<file path="src/rtl/xbar_output_arbiter.sv">
// ---------------------------------------------------------------------------
// xbar_output_arbiter
//
// Packet arbiter for one crossbar output port. Keeps a rotating priority
// order of the input sources, grants the first requesting source in that
// order, holds the grant for the whole packet and then moves the winner to
// the lowest-priority slot (least-recently-granted first).
//
// Handshake: a beat transfers ("fires") in any cycle where the grant is held,
// the granted source presents src_valid and the output asserts dst_ready.
// src_ready is driven only from registered grant state and dst_ready, so it
// never depends on src_valid.
//
// Ports
//   clk, rst_n       clock (rising edge) and asynchronous active-low reset
//   src_valid        per-source beat valid; doubles as the request
//   src_last         per-source last-beat flag, qualified by src_valid
//   dst_ready        output port can accept a beat
//   grant_valid      a grant is currently held
//   grant_number     granted source index (data mux select)
//   grant_onehot     one-hot of grant_number, zero while no grant is held
//   src_ready        dst_ready & grant_valid, routed to the granted source
//   burst_abort      one-cycle pulse after a packet hit the beat limit
//   priority_array   current order, entry 0 = highest priority
//   dbg_state        FSM state (0 = IDLE, 1 = BUSY)
//   dbg_beat_cnt     beats fired in the current packet
// ---------------------------------------------------------------------------
module xbar_output_arbiter #(
  parameter int candidate = 4,
  parameter int MAX_BEATS = 16,
  localparam int IDW = $clog2(candidate),
  localparam int CW  = $clog2(MAX_BEATS + 1)
) (
  input  logic                              clk,
  input  logic                              rst_n,
  input  logic [candidate-1:0]              src_valid,
  input  logic [candidate-1:0]              src_last,
  input  logic                              dst_ready,
  output logic                              grant_valid,
  output logic [IDW-1:0]                    grant_number,
  output logic [candidate-1:0]              grant_onehot,
  output logic [candidate-1:0]              src_ready,
  output logic                              burst_abort,
  output logic [candidate-1:0][IDW-1:0]     priority_array,
  output logic [0:0]                        dbg_state,
  output logic [CW-1:0]                     dbg_beat_cnt
);

  localparam logic [0:0] ST_IDLE = 1'b0;
  localparam logic [0:0] ST_BUSY = 1'b1;

  logic [0:0]                    state_q, state_d;
  logic [IDW-1:0]                grant_number_q, grant_number_d;
  logic [CW-1:0]                 beat_cnt_q, beat_cnt_d;
  logic                          burst_abort_q, burst_abort_d;
  logic [candidate-1:0][IDW-1:0] prio_q, prio_d;

  logic                          winner_found;
  logic [IDW-1:0]                winner_id;
  logic [candidate-1:0][IDW-1:0] prio_rot;
  int                            grant_pos;
  logic                          fire;
  logic [CW-1:0]                 beat_inc;

  // First requesting source when scanning from highest priority down.
  always_comb begin
    winner_found = 1'b0;
    winner_id    = '0;
    for (int i = 0; i < candidate; i++) begin
      if (!winner_found && src_valid[prio_q[i]]) begin
        winner_found = 1'b1;
        winner_id    = prio_q[i];
      end
    end
  end

  // Order after releasing the current grant: pull the granted ID out of its
  // slot, close the gap, and append it at the tail.
  always_comb begin
    grant_pos = 0;
    for (int i = 0; i < candidate; i++) begin
      if (prio_q[i] == grant_number_q) grant_pos = i;
    end
    for (int i = 0; i < candidate; i++) begin
      if (i == candidate - 1)  prio_rot[i] = grant_number_q;
      else if (i < grant_pos)  prio_rot[i] = prio_q[i];
      else                     prio_rot[i] = prio_q[(i + 1) % candidate];
    end
  end

  assign fire     = (state_q == ST_BUSY) & src_valid[grant_number_q] & dst_ready;
  assign beat_inc = beat_cnt_q + CW'(1);

  always_comb begin
    state_d        = state_q;
    grant_number_d = grant_number_q;
    beat_cnt_d     = beat_cnt_q;
    burst_abort_d  = 1'b0;
    prio_d         = prio_q;
    case (state_q)
      ST_IDLE: begin
        if (winner_found) begin
          state_d        = ST_BUSY;
          grant_number_d = winner_id;
          beat_cnt_d     = '0;
        end
      end
      ST_BUSY: begin
        // Idle cycles (no valid or no ready) never advance the count.
        if (fire) begin
          beat_cnt_d = beat_inc;
          if (src_last[grant_number_q]) begin
            // A last beat that also reaches the limit is a normal completion.
            state_d    = ST_IDLE;
            prio_d     = prio_rot;
            beat_cnt_d = '0;
          end else if (beat_inc == CW'(MAX_BEATS)) begin
            state_d       = ST_IDLE;
            prio_d        = prio_rot;
            beat_cnt_d    = '0;
            burst_abort_d = 1'b1;
          end
        end
      end
      default: state_d = ST_IDLE;
    endcase
  end

  always_ff @(posedge clk or negedge rst_n) begin
    if (!rst_n) begin
      state_q        <= ST_IDLE;
      grant_number_q <= '0;
      beat_cnt_q     <= '0;
      burst_abort_q  <= 1'b0;
      for (int i = 0; i < candidate; i++) prio_q[i] <= IDW'(i);
    end else begin
      state_q        <= state_d;
      grant_number_q <= grant_number_d;
      beat_cnt_q     <= beat_cnt_d;
      burst_abort_q  <= burst_abort_d;
      prio_q         <= prio_d;
    end
  end

  always_comb begin
    grant_onehot = '0;
    if (state_q == ST_BUSY) grant_onehot[grant_number_q] = 1'b1;
  end

  assign grant_valid    = (state_q == ST_BUSY);
  assign grant_number   = grant_number_q;
  assign src_ready      = dst_ready ? grant_onehot : '0;
  assign burst_abort    = burst_abort_q;
  assign priority_array = prio_q;
  assign dbg_state      = state_q;
  assign dbg_beat_cnt   = beat_cnt_q;

endmodule

</file>
<file path="config.mk">
export PLATFORM = sky130hd
export DESIGN_NAME = xbar_output_arbiter
export DESIGN_NICKNAME = d
export VERILOG_FILES = /design/src/rtl/xbar_output_arbiter.sv
export SDC_FILE = /design/constraint.sdc
export NUM_CORES = 1
export LEC_CHECK = 0
export ABC_AREA = 1
export BUFFER_PORTS_ARGS = -buffer_cell sky130_fd_sc_hd__buf_2
export CORE_MARGIN = 4
export CORE_UTILIZATION = 45
export DETAILED_ROUTE_END_ITERATION = 7
export PLACE_DENSITY = 0.75
export RECOVER_POWER = 25
export SLEW_MARGIN = 15
export SYNTH_ARGS = -nofsm -noshare
export SYNTH_HDL_FRONTEND = slang
export SYNTH_SLANG_ARGS = --single-unit
</file>
<file path="constraint.sdc">
create_clock -name clk -period 3.6 [get_ports clk]
set_clock_uncertainty 0.2 [all_clocks]
set_input_delay 0.18 -clock clk [delete_from_list [all_inputs] [get_ports clk]]
set_output_delay 0.18 -clock clk [all_outputs]
set_load 0.005 [all_outputs]
</file>
# After elaboration in Yosys (flattened, before gate mapping)
# Cells that the tools add are included.
[totals]
ff_bits = 17
in_bits = 11
out_inout_bits = 26
wordCells = 84
[op_classes]
n_addsub = 1
order_cmp = 9
n_eq_ne = 6
mux = 46
n_bitwise = 3
n_reduce_logical = 11
[op_table]
columns = ["op", "count"]
rows = [
  ["32-bit two-way mux", 2],
  ["1-bit by 32-bit < comparator with 1-bit output (first input constant)", 1],
  ["2-bit by 32-bit < comparator with 1-bit output (first input constant)", 1],
  ["3-bit by 32-bit < comparator with 1-bit output (first input constant)", 1],
  ["1-bit two-way mux", 20],
  ["5-bit two-way mux", 4],
  ["8-bit two-way mux", 2],
  ["2-bit by 3-bit < comparator with 1-bit output (second input constant)", 5],
  ["2-bit two-way mux", 7],
  ["1-bit binary-select mux with 2-bit select", 6],
  ["5-bit case mux with 2 select lines", 1],
  ["4-bit two-way mux", 2],
  ["2-bit == test", 3],
  ["5-bit by 1-bit adder with 5-bit output (second input constant)", 1],
  ["5-bit == test (second input constant)", 1],
  ["1-bit logical AND", 4],
  ["2-bit AND reduction", 2],
  ["1-bit logical NOT", 3],
  ["3-bit AND reduction", 1],
  ["1-bit bitwise AND", 2],
  ["1-bit demux with 2-bit select", 1],
  ["2-bit by 1-bit greater-or-equal comparator with 1-bit output (second input constant)", 1],
  ["2-bit by 1-bit != test with 1-bit output (second input constant)", 1],
  ["2-bit != test (second input constant)", 1],
  ["3 further kinds", 3],
]

# Logic depth before layout (Yosys ltp)
[logic_depth]
word_depth = 14
mapped_depth = 11
depth_no_buf = 11

# Worst setup path after synthesis
# Ideal clock, no wire load.
[synth_timing]
path_kind = "register to register"
startpoint = "reg beat_cnt_q[0], in the netlist dbg_beat_cnt[0]"
endpoint = "reg prio_q (netlist bit priority_array[3])"
setup_ps = 117
arrival_ps = 1427
t_required_ps = 3283
path_slack_ps = 1856
stages_incl_launch_ff = 10
path_buffers = 0
period_less_slack_ps = 1744
path_cell_list = "dfrtp_1 ha_1 nand2_1 inv_2 nand2_2 xor2_2 o21ai_4 nand3_2 nand2_1 nand2_1"
[synth_between]
elab_chain_cells = 4
[synth_rtl]
columns = ["element", "line_no", "rtl"]
rows = [
  ["start: declaration", "54", "logic [CW-1:0] beat_cnt_q, beat_cnt_d;"],
  ["start signal: assignment", "139", "beat_cnt_q <= beat_cnt_d;"],
  ["5-bit by 1-bit adder with 5-bit output", "92", "assign beat_inc = beat_cnt_q + CW'(1);"],
  ["5-bit == test", "117", "end else if (beat_inc == CW'(MAX_BEATS)) begin"],
  ["2-bit nonzero test (no source line)", "n/a", ""],
  ["3-bit AND reduction (no source line)", "n/a", ""],
  ["end signal: assignment", "141", "prio_q <= prio_d;"],
  ["end: declaration", "56", "logic [candidate-1:0][IDW-1:0] prio_q, prio_d;"],
]
# No other way between the ends.
# A chain may end at the register's enable or synchronous reset.

# Final worst setup path
[layout_timing]
startpoint = "reg beat_cnt_q[0], in the netlist dbg_beat_cnt[0]"
endpoint = "reg prio_q (netlist bit priority_array[4])"
# Same word-level chain as after synthesis.

==> results.toml <==
[power]
p_leak_nw = 0.850
pwr_density_cell_nw_per_um2 = 310
fin_total_pwr_uw = 484
max-vdd-ir-drop_uv = 207

[global_routing]
grt_pass1_wl_mm = 5.43
grt_max_degree = 18
antenna_found_initial = 0
grt_usage_pct = 16.8
overflow = 0
grt_pass1_vias = 1171

[timing]
finalWorstSetupSlack_ps = 1700
min_period_over_period_pct = 52.7
tightest_slew_ps = 930
relSlewSlack_pct = 38.0
fin_tns_setup_ps = 0
finalMaxSlewViolations = 0
finalHoldViolCount = 0
finalSetupViolCount = 0
holdWs_ps = 26.7
period_minus_slack_ps = 1900
max_freq_ghz = 0.527
rsz0062_at_grt = "false"

[cts]
cts_buffers = 3
clk_latency_ps = 300
cts.sinks = 17
clk_pin_slew_ps = 110
root_buffer = "clkbuf_4"
cts.path.max_buffers = 2
h-tree-depth = 1
cts_tree = "built"

[detailed_routing]
drt-total-wl_mm = 3.27
wire_per_inst_um = 12.9
drcViolationCount = 0
viasPerCell = 5.20
ant_nets = 0
route.vias.total = 1320
first_iter_violations = 63
drtPass1Iterations = 4

[yosys]
yosysWarningCount = 0
yosys.area.top_type = "dfrtp_1"
ys_types = 33
yosysTopAreaCellShare_pct = 24.0
synthesis.nets = 200
yosys-top-cells-area = "dfrtp_1, nand2_1, dfstp_2"
ys_ff_latch = 17
synthCells = 188
syn_area_um2 = 1360
ys_seq_area_share_pct = 31.7
synth.avg_cell_area_um2 = 7.22

[die]
die_w_um = 62.9
start_util_pct = 48.0
die_h_um = 62.9
dieArea_um2 = 3960
core_area_um2 = 2830
rows = 19
ios = 37

[placed_design]
placed_cell_area_um2 = 1530
detailedPlace.worstSlack_ps = 1730
hpwlAfterDp_mm = 2.55
io_buffers = 36
place_congestion = 0.864

[status]
status = "finished clean"

[setup_path]
crit_type = "reg -> reg"
r2r_setup_slack_ps = 1700
end_kind = "register"
cp-start-kind = "register"
worstPathMaxFanout = 10
crit_arrival_ps = 1880
required_ps = 3590

[final_layout]
finalNetCount = 236
layout-drive-gt1-share_pct = 31.8
n_antenna_cell = 0
area_delta_synth_final_pct = 15.0
final_cell_area_um2 = 1560
final_common_cell = "nand2_1"
fillers = 278
layout_common_cells = "nand2_1, buf_2, nand3_1"

[job]
drv_cap = 0

[worst_hold_path]
hold_class = "in -> reg"
[cell type report]
class | instances | area (um2) | share of cell area (%)
repair buffers | 37 | 189 | 12.1
well taps | 31 | 38.8 | 2.48
inverters | 21 | 88.8 | 5.69
flip-flops and latches | 17 | 430 | 27.6
clock inverters | 1 | 5.00 | 0.321
clock buffers | 3 | 22.5 | 1.44
multi-input cells | 144 | 787 | 50.4
[synth_stat cells (all sizes together)]
library cell / instances
a21oi: 5
buf: 6
dfrtp: 13
dfstp: 4
ha: 1
inv: 21
nand2: 71
nand3: 21
nand3b: 3
nand4: 11
nor2: 14
nor3: 2
nor3b: 1
nor4: 1
o211ai: 2
o21ai: 5
o21bai: 1
o22ai: 2
xnor2: 2
xor2: 2
[kinds of logic (layout without fill, tap and decap cells)]
kind of cell | count (synthesis) | after routing | synth area share (%)
AOI/OAI and AO/OA | 15 | 15 | 8.85
xor gates and xnor gates | 4 | 4 | 3.13
adders and majority gates | 1 | 1 | 0.922
DFF | 17 | 17 | 31.7
and+or+nand+nor | 124 | 124 | 45.1
buffers and inverters | 27 | 62 | 10.3
[path summary, 6_finish.rpt]
| path | from | endpoint | depth (start not counted) |
|---|---|---|---|
| min in group asynchronous | rst_n | dbg_beat_cnt[3]$_DFFE_PN0P_ | 2 |
| worst max-delay path | dbg_beat_cnt[0]$_DFFE_PN0P_ | priority_array[4]$_DFFE_PN0P_ | 9 |
| worst min-delay path | src_last[0] | burst_abort$_DFF_PN0_ | 4 |
| worst min register to register | priority_array[7]$_DFFE_PN1P_ | priority_array[7]$_DFFE_PN1P_ | 2 |
| worst max register to register | dbg_beat_cnt[0]$_DFFE_PN0P_ | priority_array[4]$_DFFE_PN0P_ | 9 |
| max in group asynchronous | rst_n | priority_array[3]$_DFFE_PN0P_ | 2 |
[worst max-delay path, stage by stage, from the launching register on]
cell     delay, ps
dfrtp_1        430
ha_1           190
nand2_1         70
inv_2           70
nand2_2         60
xor2_2         180
o21ai_4        340
nand3_2        120
nand2_1         80
nand2_1         50
[repair_timing]
action / CTS / global route
hold endpoints to repair: 17 / 0
resized for setup: 0 / 0
setup endpoints to repair: 0 / 0
buffers inserted: 0 / 0
hold buffers: 1 / 0
[metal layers]
metal / share of wire, % / up-vias / track usage [%]
li1: - / 685 / -
met1: 49 / 605 / 23.3
met2: 45 / 26 / 25.8
met3: 4.3 / 4 / 2.88
met4: 1.3 / 0 / 6.61
met5: 0 / - / 0
[metrics by stage]
stage          std cells  utilization, %
2_1_floorplan        188               -
3_3_place_gp         249            53.9
3_5_place_dp         249            53.9
4_1_cts              254            55.2
5_1_grt              254            55.2
6_report             254            55.2
[registers in the layout, indices dropped and copies added, names as in the netlist]
name and count:
dbg_beat_cnt 5, priority_array 8, grant_number 2, burst_abort 1, dbg_state 1
[power by group]
group          internal (mW)  total (mW)  switching, mW
clock                 0.0414       0.104         0.0622
sequential             0.205       0.227         0.0222
combinational         0.0560       0.153         0.0968
No activity file was read; power rests on OpenSTA's default activity.
